==> config.mk <==
export PLATFORM = sky130hd
export DESIGN_NAME = bingo_board
export DESIGN_NICKNAME = d
export VERILOG_FILES = /design/src/rtl/bingo_board_pkg.sv /design/src/rtl/bingo_board_line_checker.sv /design/src/rtl/bingo_board.sv
export SDC_FILE = /design/constraint.sdc
export NUM_CORES = 1
export LEC_CHECK = 0
export CAP_MARGIN = 10
export CORE_ASPECT_RATIO = 2
export CORE_MARGIN = 3
export CORE_UTILIZATION = 40
export CTS_BUF_LIST = sky130_fd_sc_hd__clkbuf_2
export CTS_CLUSTER_SIZE = 30
export DETAILED_ROUTE_END_ITERATION = 7
export PLACE_DENSITY = 0.75
export SKIP_LAST_GASP = 1
export SLEW_MARGIN = 20
export SYNTH_ARGS = -nofsm -noshare
export SYNTH_HDL_FRONTEND = slang
export SYNTH_SLANG_ARGS = --single-unit
==> constraint.sdc <==
create_clock -name clk -period 12.6 [get_ports clk]
set_input_delay 2.52 -clock clk [delete_from_list [all_inputs] [get_ports clk]]
set_output_delay 2.52 -clock clk [all_outputs]
set_load 0.01 [all_outputs]
==> src/rtl/bingo_board_pkg.sv <==
// Shared constants, FSM encoding and small arithmetic helpers for the bingo board block.
package bingo_board_pkg;

  localparam int N_CELLS     = 25;
  localparam int CELL_W      = 5;
  localparam int N_LINES     = 12;
  localparam int BINGO_LINES = 5;

  localparam logic [1:0] ST_IDLE  = 2'd0;
  localparam logic [1:0] ST_SCAN  = 2'd1;
  localparam logic [1:0] ST_COUNT = 2'd2;
  localparam logic [1:0] ST_DONE  = 2'd3;

  function automatic logic [3:0] count_lines(input logic [N_LINES-1:0] lines);
    logic [3:0] cnt;
    cnt = 4'd0;
    for (int i = 0; i < N_LINES; i++) begin
      cnt = cnt + {3'd0, lines[i]};
    end
    return cnt;
  endfunction

  // Line count never exceeds 12, so a single compare against 10 is enough.
  function automatic logic [7:0] to_bcd(input logic [3:0] n);
    if (n >= 4'd10) begin
      return {4'd1, n - 4'd10};
    end
    return {4'd0, n};
  endfunction

endpackage

==> src/rtl/bingo_board_line_checker.sv <==
// Combinational detection of completed rows, columns and both diagonals.
module line_checker
  import bingo_board_pkg::*;
(
  input  logic [N_CELLS-1:0] circle,
  output logic [N_LINES-1:0] line
);

  always_comb begin
    line = '0;
    for (int r = 0; r < 5; r++) begin
      line[r] = &circle[r*5 +: 5];
    end
    for (int c = 0; c < 5; c++) begin
      line[5+c] = 1'b1;
      for (int r = 0; r < 5; r++) begin
        line[5+c] = line[5+c] & circle[c + r*5];
      end
    end
    line[10] = circle[0] & circle[6] & circle[12] & circle[18] & circle[24];
    line[11] = circle[4] & circle[8] & circle[12] & circle[16] & circle[20];
  end

endmodule

==> src/rtl/bingo_board.sv <==
// Bingo board controller: loads a 5x5 board, scans one cell per cycle for a called
// number, marks the first match and recomputes completed lines and the BCD line count.
//
//   state | meaning
//   IDLE  | waiting; accepts a board load or a call
//   SCAN  | comparing cell idx against the latched number
//   COUNT | registering lines, BCD count and bingo from the updated mask
//   DONE  | one-cycle done pulse, then back to IDLE
module bingo_board
  import bingo_board_pkg::*;
(
  input  logic                      clk,
  input  logic                      rst,
  input  logic                      load_valid,
  input  logic [N_CELLS*CELL_W-1:0] load_data,
  input  logic                      call_valid,
  input  logic [CELL_W-1:0]         call_num,
  output logic                      call_ready,
  output logic [N_CELLS*CELL_W-1:0] map,
  output logic [N_CELLS-1:0]        circle,
  output logic [N_LINES-1:0]        line,
  output logic [7:0]                display_nums,
  output logic                      bingo,
  output logic                      done,
  output logic                      found
);

  logic [1:0]                state_q, state_d;
  logic [4:0]                idx_q, idx_d;
  logic [CELL_W-1:0]         num_q, num_d;
  logic [N_CELLS*CELL_W-1:0] map_q, map_d;
  logic [N_CELLS-1:0]        circle_q, circle_d;
  logic [N_LINES-1:0]        line_q, line_d;
  logic [7:0]                disp_q, disp_d;
  logic                      bingo_q, bingo_d;
  logic                      found_q, found_d;

  logic [N_LINES-1:0] line_w;
  logic [CELL_W-1:0]  cur_cell;
  logic [3:0]         line_cnt;

  line_checker u_line_checker (
    .circle (circle_q),
    .line   (line_w)
  );

  always_comb begin
    cur_cell = '0;
    for (int i = 0; i < N_CELLS; i++) begin
      if (idx_q == 5'(i)) begin
        cur_cell = map_q[i*CELL_W +: CELL_W];
      end
    end
  end

  assign line_cnt   = count_lines(line_w);
  assign call_ready = (state_q == ST_IDLE) && !load_valid;

  always_comb begin
    state_d  = state_q;
    idx_d    = idx_q;
    num_d    = num_q;
    map_d    = map_q;
    circle_d = circle_q;
    line_d   = line_q;
    disp_d   = disp_q;
    bingo_d  = bingo_q;
    found_d  = found_q;
    case (state_q)
      ST_IDLE: begin
        if (load_valid) begin
          map_d    = load_data;
          circle_d = '0;
          line_d   = '0;
          disp_d   = 8'h00;
          bingo_d  = 1'b0;
          found_d  = 1'b0;
        end else if (call_valid) begin
          num_d   = call_num;
          idx_d   = 5'd0;
          state_d = ST_SCAN;
        end
      end
      ST_SCAN: begin
        // Stopping at the first hit leaves any duplicate at a higher index unmarked.
        if (cur_cell == num_q) begin
          circle_d = circle_q | (25'd1 << idx_q);
          found_d  = 1'b1;
          state_d  = ST_COUNT;
        end else if (idx_q == 5'(N_CELLS-1)) begin
          found_d  = 1'b0;
          state_d  = ST_DONE;
        end else begin
          idx_d = idx_q + 5'd1;
        end
      end
      ST_COUNT: begin
        line_d  = line_w;
        disp_d  = to_bcd(line_cnt);
        bingo_d = line_cnt >= 4'(BINGO_LINES);
        state_d = ST_DONE;
      end
      default: begin
        state_d = ST_IDLE;
      end
    endcase
  end

  always_ff @(posedge clk) begin
    if (rst) begin
      state_q  <= ST_IDLE;
      idx_q    <= 5'd0;
      num_q    <= '0;
      map_q    <= '0;
      circle_q <= '0;
      line_q   <= '0;
      disp_q   <= 8'h00;
      bingo_q  <= 1'b0;
      found_q  <= 1'b0;
    end else begin
      state_q  <= state_d;
      idx_q    <= idx_d;
      num_q    <= num_d;
      map_q    <= map_d;
      circle_q <= circle_d;
      line_q   <= line_d;
      disp_q   <= disp_d;
      bingo_q  <= bingo_d;
      found_q  <= found_d;
    end
  end

  assign map          = map_q;
  assign circle       = circle_q;
  assign line         = line_q;
  assign display_nums = disp_q;
  assign bingo        = bingo_q;
  assign found        = found_q;
  assign done         = (state_q == ST_DONE);

endmodule
Yosys cells after proc, flatten, opt, wreduce, memory -nomap -nowiden

Cells that the tools add are included.

Input port bits: 134
Output and inout port bits: 174
Register bits after elaboration: 184

Equality and inequality tests: 35
Add/subtract/negate cells: 13
Shift-type cells: 1
Mux-type cells: 51
Order comparisons: 2
Bitwise gates (word level): 30
Reductions and logical operators: 18

Operators by type and width:

| operator                                                               | count |
|---|---|
| 5-bit two-way mux                                                      | 29 |
| 25-bit two-way mux                                                     | 2 |
| 25-bit one-hot mux with 2 select lines                                 | 1 |
| 5-bit equality test (second input constant)                            | 9 |
| 5-bit by 4-bit equality test with 1-bit output (second input constant) | 8 |
| 4-bit by 1-bit adder with 4-bit output                                 | 8 |
| 5-bit AND reduction                                                    | 6 |
| 1-bit bitwise AND                                                      | 28 |
| 25-bit bitwise OR                                                      | 1 |
| 1-bit by 5-bit << shifter with 25-bit output (first input constant)    | 1 |
| 8-bit two-way mux                                                      | 3 |
| 12-bit one-hot mux with 2 select lines                                 | 1 |
| 5-bit by 3-bit equality test with 1-bit output (second input constant) | 4 |
| 8-bit one-hot mux with 2 select lines                                  | 1 |
| 12-bit two-way mux                                                     | 1 |
| 2-bit != test (second input constant)                                  | 6 |
| 3-bit AND reduction                                                    | 4 |
| 5-bit by 2-bit equality test with 1-bit output (second input constant) | 2 |
| 5-bit one-hot mux with 2 select lines                                  | 1 |
| 2-bit two-way mux                                                      | 4 |
| 2-bit one-hot mux with 3 select lines                                  | 1 |
| 5-bit by 1-bit adder with 5-bit output (second input constant)         | 1 |
| 5-bit by 1-bit equality test with 1-bit output (second input constant) | 1 |
| 5-bit equality test                                                    | 1 |
| 18 further kinds                                                       | 26 |

Depth between registers and ports, before layout

Gate-level depths: netlist of the first run.

Depth in word-level cells: 29
Gate-level depth with buffers: 18

Cells and area by module

Synthesis of the first run repeated with hierarchy kept, for this count alone.

Cells, all modules: 1229
Area total of the unflattened synthesis: 9225.1 um^2

Modules (own cells, without submodules):

| module       | area each (um^2) | times used | cells an instance | seq. area each (um^2) |
|---|---|---|---|---|
| bingo_board  | 9075.0           | 1          | 1193              | 3623.5 |
| line_checker | 150.1            | 1          | 36                | 0.0 |

Worst setup path before layout of the first run

OpenSTA, ideal clock, no wires.

Path kind: input to output
Start point: input port load_valid
End point: output port call_ready
Buffers on the path: 0
Setup slack: 7235 ps
Arrival time: 2845 ps
Required time: 10080 ps
Cell stages on the path: 3
Cell sequence: inv_1 > nand2_1 > inv_1

Cells in the longest elaborated chain, start to end: 2

RTL lines:

| what              | line              | RTL |
|---|---|---|
| from (decl)       | bingo_board.sv:14 | `input logic load_valid,` |
| 1-bit zero test   | bingo_board.sv:57 | `assign call_ready = (state_q == ST_IDLE) && !load_valid;` |
| 1-bit logical AND | bingo_board.sv:57 |  |
| to (decl)         | bingo_board.sv:18 | `output logic call_ready,` |

No other way between the ends.

Final worst setup path of the first run

Same ends and word-level chain as after synthesis.

==> results of run 1 <==
-- power by group through the flow --
stage          clock (mW)  sequential [mW]  combinational (mW)
3_5_place_dp            0            0.753               0.708
2_1_floorplan           0            0.755               0.374
3_3_place_gp            0            0.752               0.699
4_1_cts             0.322            0.742               0.712
6_report            0.313            0.743               0.708
5_1_grt             0.341            0.752               0.772
-- cells by family (layout without fill, tap and decap cells) --
| logic type | after synthesis | in the layout |
|---|---|---|
| flip-flops | 181 | 181 |
| AND/OR/NAND/NOR | 526 | 526 |
| XOR/XNOR | 5 | 5 |
| multiplexers | 9 | 9 |
| buffers and inverters | 129 | 382 |
| adder cells (fa/ha/maj) | 23 | 23 |
| other | 1 | 4 |
| AO/OA/AOI/OAI | 340 | 340 |
-- critical path: stages --
cell and delay, ps:
clkdlybuf4s50_1 470, inv_1 160, nand2_1 120, inv_1 210, clkdlybuf4s50_1 580
-- how the worst max path moves through the flow --
stage / cells past startpoint / slack [ps] / to
detailed placement: 5 / 6030 / call_ready
global route: 5 / 5970 / call_ready
finish: 5 / 6020 / call_ready
global placement: 5 / 6040 / call_ready
CTS: 5 / 6030 / call_ready
floorplan: 3 / 7230 / call_ready
-- cells in the final DEF (no fill, tap or decap), drive strengths merged, types with 19 or more instances in the layout --
cell / n
clkdlybuf4s50: 303
nand2: 306
o21ai: 28
inv: 38
a21oi: 191
nand3: 28
nor2: 74
clkbuf: 19
dfxtp: 181
-- state kept, by name (all words and copies together) (netlist names), 2 cells and up --
signal / cells
line: 12
idx_q: 5
state_q: 2
circle: 25
display_nums: 5
num_q: 5
map: 125
-- per-stage QoR --
step | instance area, um^2 | hold WS, ps | total power, mW
finish | 12400 | 471 | 1.76
global route | 12400 | 491 | 1.87
CTS | 12400 | 476 | 1.78
detailed placement | 12200 | 449 | 1.46
global placement | 12200 | 445 | 1.45
floorplan | 9110 | 468 | 1.13
-- cell type report --
class / count / area share
multi-input combinational: 906 / 0.400
sequential: 181 / 0.291
timing repair buffer: 317 / 0.252
tap: 276 / 0.0277
clock inverter: 13 / 0.0116
inverter: 33 / 0.00995
clock buffer: 19 / 0.00764
antenna: 1 / 0.000201
-- per-layer routing --
metal / track usage / wire length [um]
met1: 0.286 / 12500
met2: 0.493 / 18500
met4: 0.145 / 1870
met5: 0 / 0
met3: 0.0488 / 1770
==> results.md, run 1 <==
* Via count at 9796
* Worst EP arrival at 4060 ps
* RSZ-0062 raised after global routing: no
* CTS tree: done
* WHS Path Cells at 2
* Max Clk Rate at 152 MHz
* CTS resizes at 0
* Lkg Pwr at 4.56 nW
* Largest net degree at the start of global routing at 82
* R2R cell count at 15
* Top FF cell, synth: dfxtp_1
* Clock power frac at 0.178
* Placer Congestion at 0.923
* Post-synthesis mux area share at 0.0102
* Hold_buf cts at 0
* Synthesis-to-layout area growth at 36.8%
* Commonest cells post-synth: nand2_1, a21oi_1, dfxtp_1
* Fin Setup TNS at 0 ps
* H-tree Lvls at 4
* EDFF count, synth at 0
* Synth Warn # at 0
* Gate power share at 0.401
* Worst reg2reg startpoint: circle[16]
* Die Y at 219 um
* Multi-input logic area at 4970 um^2
* Share of cells above drive strength 1 at 0.0415
* Adder-Cell Fraction of Synth Area at 0.0374
* Final worst setup slack at 6020 ps
* Minimum clock period at 6580 ps
* Starting density of the core at 0.409
* Wire per inst at 19.8 um
* Final Hold Viols at 0
* DRC viols at 0
* R2R Setup Slk at 7920 ps
* RR Endpoint: display_nums[2]
* Clock Skew at 48.5 ps
* Seq cells post-synth at 181
* Switch share at 0.407
* Pre-CTS setup slack at 6030 ps
* Critical Path Start: load_valid
* Switching power at 0.719 mW
* Clock buffer count from CTS at 17
* Worst Max-Slew Pin Slew at 987 ps
* Post-DP HPWL at 25800 um
* PD cells at 142 nW/um^2
* Layout Utilization at 0.559
* Min-delay worst type: flop to flop
* Most common cell in the netlist: nand2_1
* Synth top area cells: dfxtp_1, nand2_1, a21oi_1, nor2_1, clkbuf_1
* Gate Count Post-Synth at 1214
* Hold Path Sink: display_nums[3]
* Final net count at 1613
* Critical Path End Type: primary output
* Startpoint types: input port
* Tcrit/Tclk final at 0.522
* Hold_sp: display_nums[3]
* GR Util All Layers at 0.269
* First-pass GRT wire length at 52200 um
* Yosys cell types at 75
* Die area at 24700 um^2
* Number of DRC markers in iteration 0 at 784
* Register area share after synthesis at 0.398
* Global route overflow at 0
* Internal power at 1.05 mW
* Simple-gate area share of the yosys netlist at 0.265
* Compound-gate portion of the synthesized area at 0.226
* Clock-pin slew on the worst setup and hold paths at 240 ps
* Area of all sequential standard cells at 3620 um^2
* Vias in the first global route at 9389
* Fill count at 2032
* Worst VDD drop at 0.0879 mV
* Outcome: complete, no violations
* Clock buffer depth at 2
* Post-Syn Area at 9100 um^2
* Skew-Pair Late Insertion Delay at 830 ps
* Yosys top cell by area: dfxtp_1
* Initial antenna violation count at 1
* Max capacitance violation total at 0
* Port Buffers at 304
* Crit-path max FO at 7
* Sequential Power Share at 0.421
* Worst relative slew slack at 0.333
* Area of the core at 22300 um^2
* Cells after DPL at 1713
* Yosys top cell area share at 0.398
* Drt via density at 5.61
* Post-synthesis xor/xnor area fraction at 0.00481
* Postcts setup bufs at 0
* Avg Inst Size Synth at 7.49 um^2
* IO Pins at 308
* Required time of the critical path at 10080 ps
* CTS root buffer: clkbuf_2
* Die X-Extent at 113 um
* Largest family of logic cells by synthesized area: simple AND/OR/NAND/NOR gates
* Final Slew Violations at 0
* WL final at 34600 um
* Ys async rst share at 0
* Row count at 77
* Finish-stage setup viols at 0
* Antenna Nets Post-Route at 0
* # clock sinks at 181
* DR pass1 iterations at 6
* Non-Filler Instances at 1746
* Critical path class: input port to primary output
Note: power is estimated with default switching activity, not from simulation.
==> run 2: changes to the inputs <==
PLACE_DENSITY = 0.77   (was 0.75)
clock period = 5.53 ns   (was 12.6 ns; I/O delays follow)
==> run 2 against run 1 <==
Clock power increased by 100%. First-iteration DRC count is 5.5% lower. Setup slack got worse by 5500 ps. Sequential power rose by 130%.
==> results.md, run 2 (synthesized netlist as in run 1, its figures left out) <==
* Gate power share at 0.412 (+0.011)
* Port Buffers at 304 (unchanged)
* DR pass1 iterations at 5 (-1)
* Max reg flops at 125 (unchanged)
* Largest net degree at the start of global routing at 87 (+6.1%)
* Required time of the critical path at 6280 ps (-3800 ps)
* Via count at 9780 (-0.16%)
* PD cells at 318 nW/um^2 (+120%)
* Placer Congestion at 0.899 (-2.6%)
* Clock Skew at 42.5 ps (-6.01 ps)
* Vias in the first global route at 9362 (-0.29%)
* Skew-Pair Late Insertion Delay at 810 ps (-20 ps)
* Clock power frac at 0.159 (-0.019)
* CTS resizes at 0 (unchanged)
* Clock buffer count from CTS at 17 (unchanged)
* Area of the core at 22300 um^2 (unchanged)
* R2R Setup Slk at 490 ps (-7430 ps)
* Tcrit/Tclk final at 0.912
* WL final at 35200 um (+1.6%)
* Die Y at 219 um (unchanged)
* Pre-CTS setup slack at 807 ps (-5220 ps)
* Most frequent cells in the layout: nand2_1, clkdlybuf4s50_1, a21oi_1, dfxtp_1, nor2_1
* Critical Path End Type: flop
* Crit-path max FO at 29 (+22)
* First-pass GRT wire length at 52400 um (+0.36%)
* CTS tree: done
* Worst EP arrival at 5790 ps (+1730 ps)
* WHS Path Cells at 2 (unchanged)
* Clock buffer depth at 2 (unchanged)
* H-tree Lvls at 4 (unchanged)
* Post-DP HPWL at 26500 um (+2.8%)
* Synthesis-to-layout area growth at 36.4%
* Starting density of the core at 0.409 (unchanged)
* Sequential Power Share at 0.429 (+0.008)
* CTS root buffer: clkbuf_2
* Worst reg2reg startpoint: idx_q[0]
* IO Pins at 308 (unchanged)
* Number of DRC markers in iteration 0 at 741 (-5.5%)
* Hold Path Sink: map[72]
* Finish-stage setup viols at 0 (unchanged)
* Hold_sp: map[72]
* Drt via density at 5.60 (-0.16%)
* Switching power at 1.63 mW (+130%)
* Initial antenna violation count at 1 (unchanged)
* Row count at 77 (unchanged)
* Hold_buf cts at 0 (unchanged)
* Final net count at 1613 (unchanged)
* Wire per inst at 20.1 um (+1.6%)
* Share of cells above drive strength 1 at 0.0388 (-0.00272)
* Die X-Extent at 113 um (unchanged)
* RR Endpoint: circle[24]
* Commonest non-fill, non-tap cell in the layout: nand2_1
* Min-delay worst type: flop to flop
* Max Clk Rate at 198 MHz
* Worst relative slew slack at 0.206 (-0.127)
* Startpoint types: flop
* Cells after DPL at 1713 (unchanged)
* Minimum clock period at 5040 ps
* Final Slew Violations at 0 (unchanged)
* Outcome: complete, no violations
* Worst VDD drop at 0.173 mV (+97%)
* Internal power at 2.32 mW (+120%)
* DP Area at 12200 um^2 (unchanged)
* RSZ-0062 raised after global routing: no
* Critical path class: flop to flop
* Lkg Pwr at 4.54 nW (-0.33%)
* Final worst setup slack at 489 ps (-5530 ps)
* Worst Max-Slew Pin Slew at 1180 ps (+189 ps)
* Antenna Nets Post-Route at 0 (unchanged)
* GR Util All Layers at 0.271 (+0.00276)
* Postcts setup bufs at 0 (unchanged)
* # clock sinks at 181 (unchanged)
* Final Hold Viols at 0 (unchanged)
* Fin Setup TNS at 0 ps (unchanged)
* Final instance area at 12400 um^2 (-0.31%)
* Non-Filler Instances at 1746 (unchanged)
* Clock-pin slew on the worst setup and hold paths at 270 ps (+30 ps)
* R2R cell count at 12 (-3)
* Max capacitance violation total at 0 (unchanged)
* Global route overflow at 0 (unchanged)
* DRC viols at 0 (unchanged)
* Switch share at 0.412 (+0.00455)
* Die area at 24700 um^2 (unchanged)
[run 2: layer usage]
layer	global-route usage	part of all wire	vias up
met5	0	0	-
met4	0.145	0.048	0
met3	0.0475	0.046	76
met2	0.506	0.54	364
met1	0.284	0.37	4640
li1	-	-	4700
[run 2: how the worst max path moves through the flow]
stage / start / end / slack (ps)
after floorplan: circle[0] / display_nums[2] / 1180
after global placement: idx_q[0] / circle[10] / 860
after detailed placement: idx_q[0] / circle[15] / 810
after CTS: idx_q[0] / circle[14] / 720
after global routing: idx_q[0] / circle[3] / 420
final: idx_q[0] / circle[24] / 490
[run 2: per-stage QoR]
step           hold WS [ps]   util  power, mW
2_1_floorplan           468      -       2.57
3_3_place_gp            455  0.548       3.32
3_5_place_dp            462  0.548       3.34
4_1_cts                 488  0.557       3.97
5_1_grt                 514  0.558       4.17
6_report                486  0.558       3.95
[run 2: layout make-up]
type	instances	area, um^2
multi-input combinational	906	4970
inverter	33	124
clock inverter	15	115
antenna	1	2.50
fill	2147	9850
clock buffer	17	85.1
sequential	181	3620
timing repair buffer	317	3140
tap	276	345
[run 2: power by group through the flow]
stage / Sequential, mW / Combinational [mW] / Clock (mW)
CTS: 1.69 / 1.63 / 0.648
finish: 1.70 / 1.63 / 0.628
global route: 1.72 / 1.76 / 0.692
floorplan: 1.72 / 0.851 / 0
detailed placement: 1.72 / 1.62 / 0
global placement: 1.71 / 1.60 / 0
[run 2: critical path: stages, from the launching register on]
cell      delay (ps)
dfxtp_1          410
ha_1             350
buf_4            290
and3_1           220
ha_1             340
o311ai_0        1050
o21ai_0          320
a31oi_1          460
mux2i_1          140
a22oi_1          340
and3_1           760
a21oi_1          160
nor2_1           110
==> run 3: changes to the inputs <==
CORE_MARGIN = 2   (was 3)
==> run 3 against run 2 <==
Final cell count rose by 0.29%. Wire length fell by 0.52%. Sequential share of layout area fell by 0.067 points. Clock power rose by 6.4%. Sequential cell count did not move. Power rose by 0.95%. Setup slack improved by 520 ps. Highest routed layer unchanged. Critical endpoint is now display_nums[2]. First-iteration DRC count fell by 29%. Sequential power barely moved. Combinational power barely moved.
==> results.md, run 3 (synthesized netlist as in run 1, its figures left out) <==
* Max reg flops at 125 (unchanged)
* GR Util All Layers at 0.281 (+0.00913)
* IO Pins at 308 (unchanged)
* Critical Path End Type: flop
* Skew-Pair Late Insertion Delay at 810 ps (about the same)
* Wire per inst at 20.0 um (-0.81%)
* Die Y at 217 um (-0.91%)
* Largest net degree at the start of global routing at 83 (-4.6%)
* Port Buffers at 304 (unchanged)
* Die area at 24000 um^2 (-2.7%)
* Final net count at 1614 (+0.062%)
* Postcts setup bufs at 0 (unchanged)
* CTS resizes at 0 (unchanged)
* Max Clk Rate at 221 MHz (+11%)
* Crit-path max FO at 5 (-83%)
* Global route overflow at 0 (unchanged)
* DR pass1 iterations at 5 (unchanged)
* Final Hold Viols at 0 (unchanged)
* Fin Setup TNS at 0 ps (unchanged)
* Minimum clock period at 4520 ps (-519 ps)
* H-tree Lvls at 4 (unchanged)
* Area of the core at 22500 um^2 (+1.3%)
* PD cells at 321 nW/um^2 (+0.72%)
* Vias in the first global route at 9555 (+2.1%)
* Clock Skew at 40.0 ps (-2.57 ps)
* Max capacitance violation total at 0 (unchanged)
* Worst VDD drop at 0.229 mV (+32%)
* DRC viols at 0 (unchanged)
* First-pass GRT wire length at 53100 um (+1.5%)
* Number of DRC markers in iteration 0 at 528 (-29%)
* Placer Congestion at 0.939 (+4.5%)
* Fill count at 2151 (+0.19%)
* Worst EP arrival at 5220 ps (-570 ps)
* Clock-pin slew on the worst setup and hold paths at 250 ps (-20 ps)
* Hold Slack at 477 ps (-8.84 ps)
* Min-delay worst type: flop to flop
* Via count at 9824 (+0.45%)
* Outcome: complete, no violations
* Critical path class: flop to flop
* Tcrit/Tclk final at 0.818 (-0.0938)
* WL final at 35000 um (-0.52%)
* CTS root buffer: clkbuf_2
* Hold_buf cts at 0 (unchanged)
* Row count at 78 (+1.3%)
* R2R cell count at 15 (+3)
* Final Slew Violations at 0 (unchanged)
* # clock sinks at 181 (unchanged)
* RSZ-0062 raised after global routing: no
* Antenna Nets Post-Route at 0 (unchanged)
* Worst relative slew slack at 0.310 (+0.104)
* Commonest non-fill, non-tap cell in the layout: nand2_1
* Finish-stage setup viols at 0 (unchanged)
* Post-DP HPWL at 26500 um (-0.19%)
* Initial antenna violation count at 2 (+1)
* Required time of the critical path at 6230 ps (-50 ps)
* Share of cells above drive strength 1 at 0.0402 (+0.00136)
* Worst Max-Slew Pin Slew at 1020 ps (-155 ps)
* Clock buffer depth at 2 (unchanged)
* Drt via density at 5.61 (+0.16%)
* Startpoint types: flop
* Clock buffer count from CTS at 17 (unchanged)
* Die X-Extent at 111 um (-1.8%)
* Starting density of the core at 0.404 (-0.00524)
* Most frequent cells in the layout: nand2_1, clkdlybuf4s50_1, a21oi_1, dfxtp_1, nor2_1
* Synthesis-to-layout area growth at 36.7%
* CTS tree: done
* Lkg Pwr at 4.56 nW (+0.29%)
* WHS Path Cells at 2 (unchanged)
[run 3: through the flow]
stage | power [mW] | instances | worst slack (ps) | cell area (um^2) | util
2_1_floorplan | 2.57 | 1216 | 1180 | 9110 | -
3_3_place_gp | 3.32 | 1718 | 1030 | 12200 | 0.542
3_5_place_dp | 3.33 | 1718 | 1010 | 12200 | 0.542
4_1_cts | 4.00 | 1749 | 1010 | 12400 | 0.551
5_1_grt | 4.21 | 1751 | 656 | 12400 | 0.552
6_report | 3.99 | 1751 | 1010 | 12400 | 0.552
[run 3: power breakdown]
group | internal [mW] | switching (mW) | total, mW
Combinational | 0.678 | 0.940 | 1.62
Clock | 0.208 | 0.460 | 0.668
Sequential | 1.49 | 0.215 | 1.70
Total | 2.37 | 1.61 | 3.99
[run 3: critical path, stage by stage (launching register included)]
cell	delay, ps
dfxtp_1	470
and3_1	180
nand3_1	140
fa_1	490
fa_1	510
fa_1	520
fa_1	550
inv_1	40
ha_1	210
fa_1	380
xor2_1	260
inv_1	110
ha_1	280
nand2_1	40
a32oi_1	180
nor2_1	50
[run 3: cell type report]
cell class                 count  area [um^2]  area share
antenna                        2         5.00    0.000402
clock buffer                  21          105     0.00845
clock inverter                10          109     0.00875
inverter                      33          124     0.00996
multi-input combinational    906         4970       0.400
sequential                   181         3620       0.291
tap                          280          350      0.0282
timing repair buffer         318         3150       0.253
[run 3: per-layer routing]
metal	share of wire	track usage	wire length [um]	vias to the layer above
li1	-	-	-	4703
met2	0.53	0.512	18400	379
met1	0.37	0.294	12800	4657
met5	0	0	0	-
met4	0.059	0.177	2070	0
met3	0.049	0.0504	1700	85
[run 3: worst paths after layout]
kind                   start              end  slack (ps)
max               circle[16]  display_nums[2]        1010
min reg2reg  display_nums[4]  display_nums[4]         480
max reg2reg       circle[16]  display_nums[2]        1010
min          display_nums[4]  display_nums[4]         480
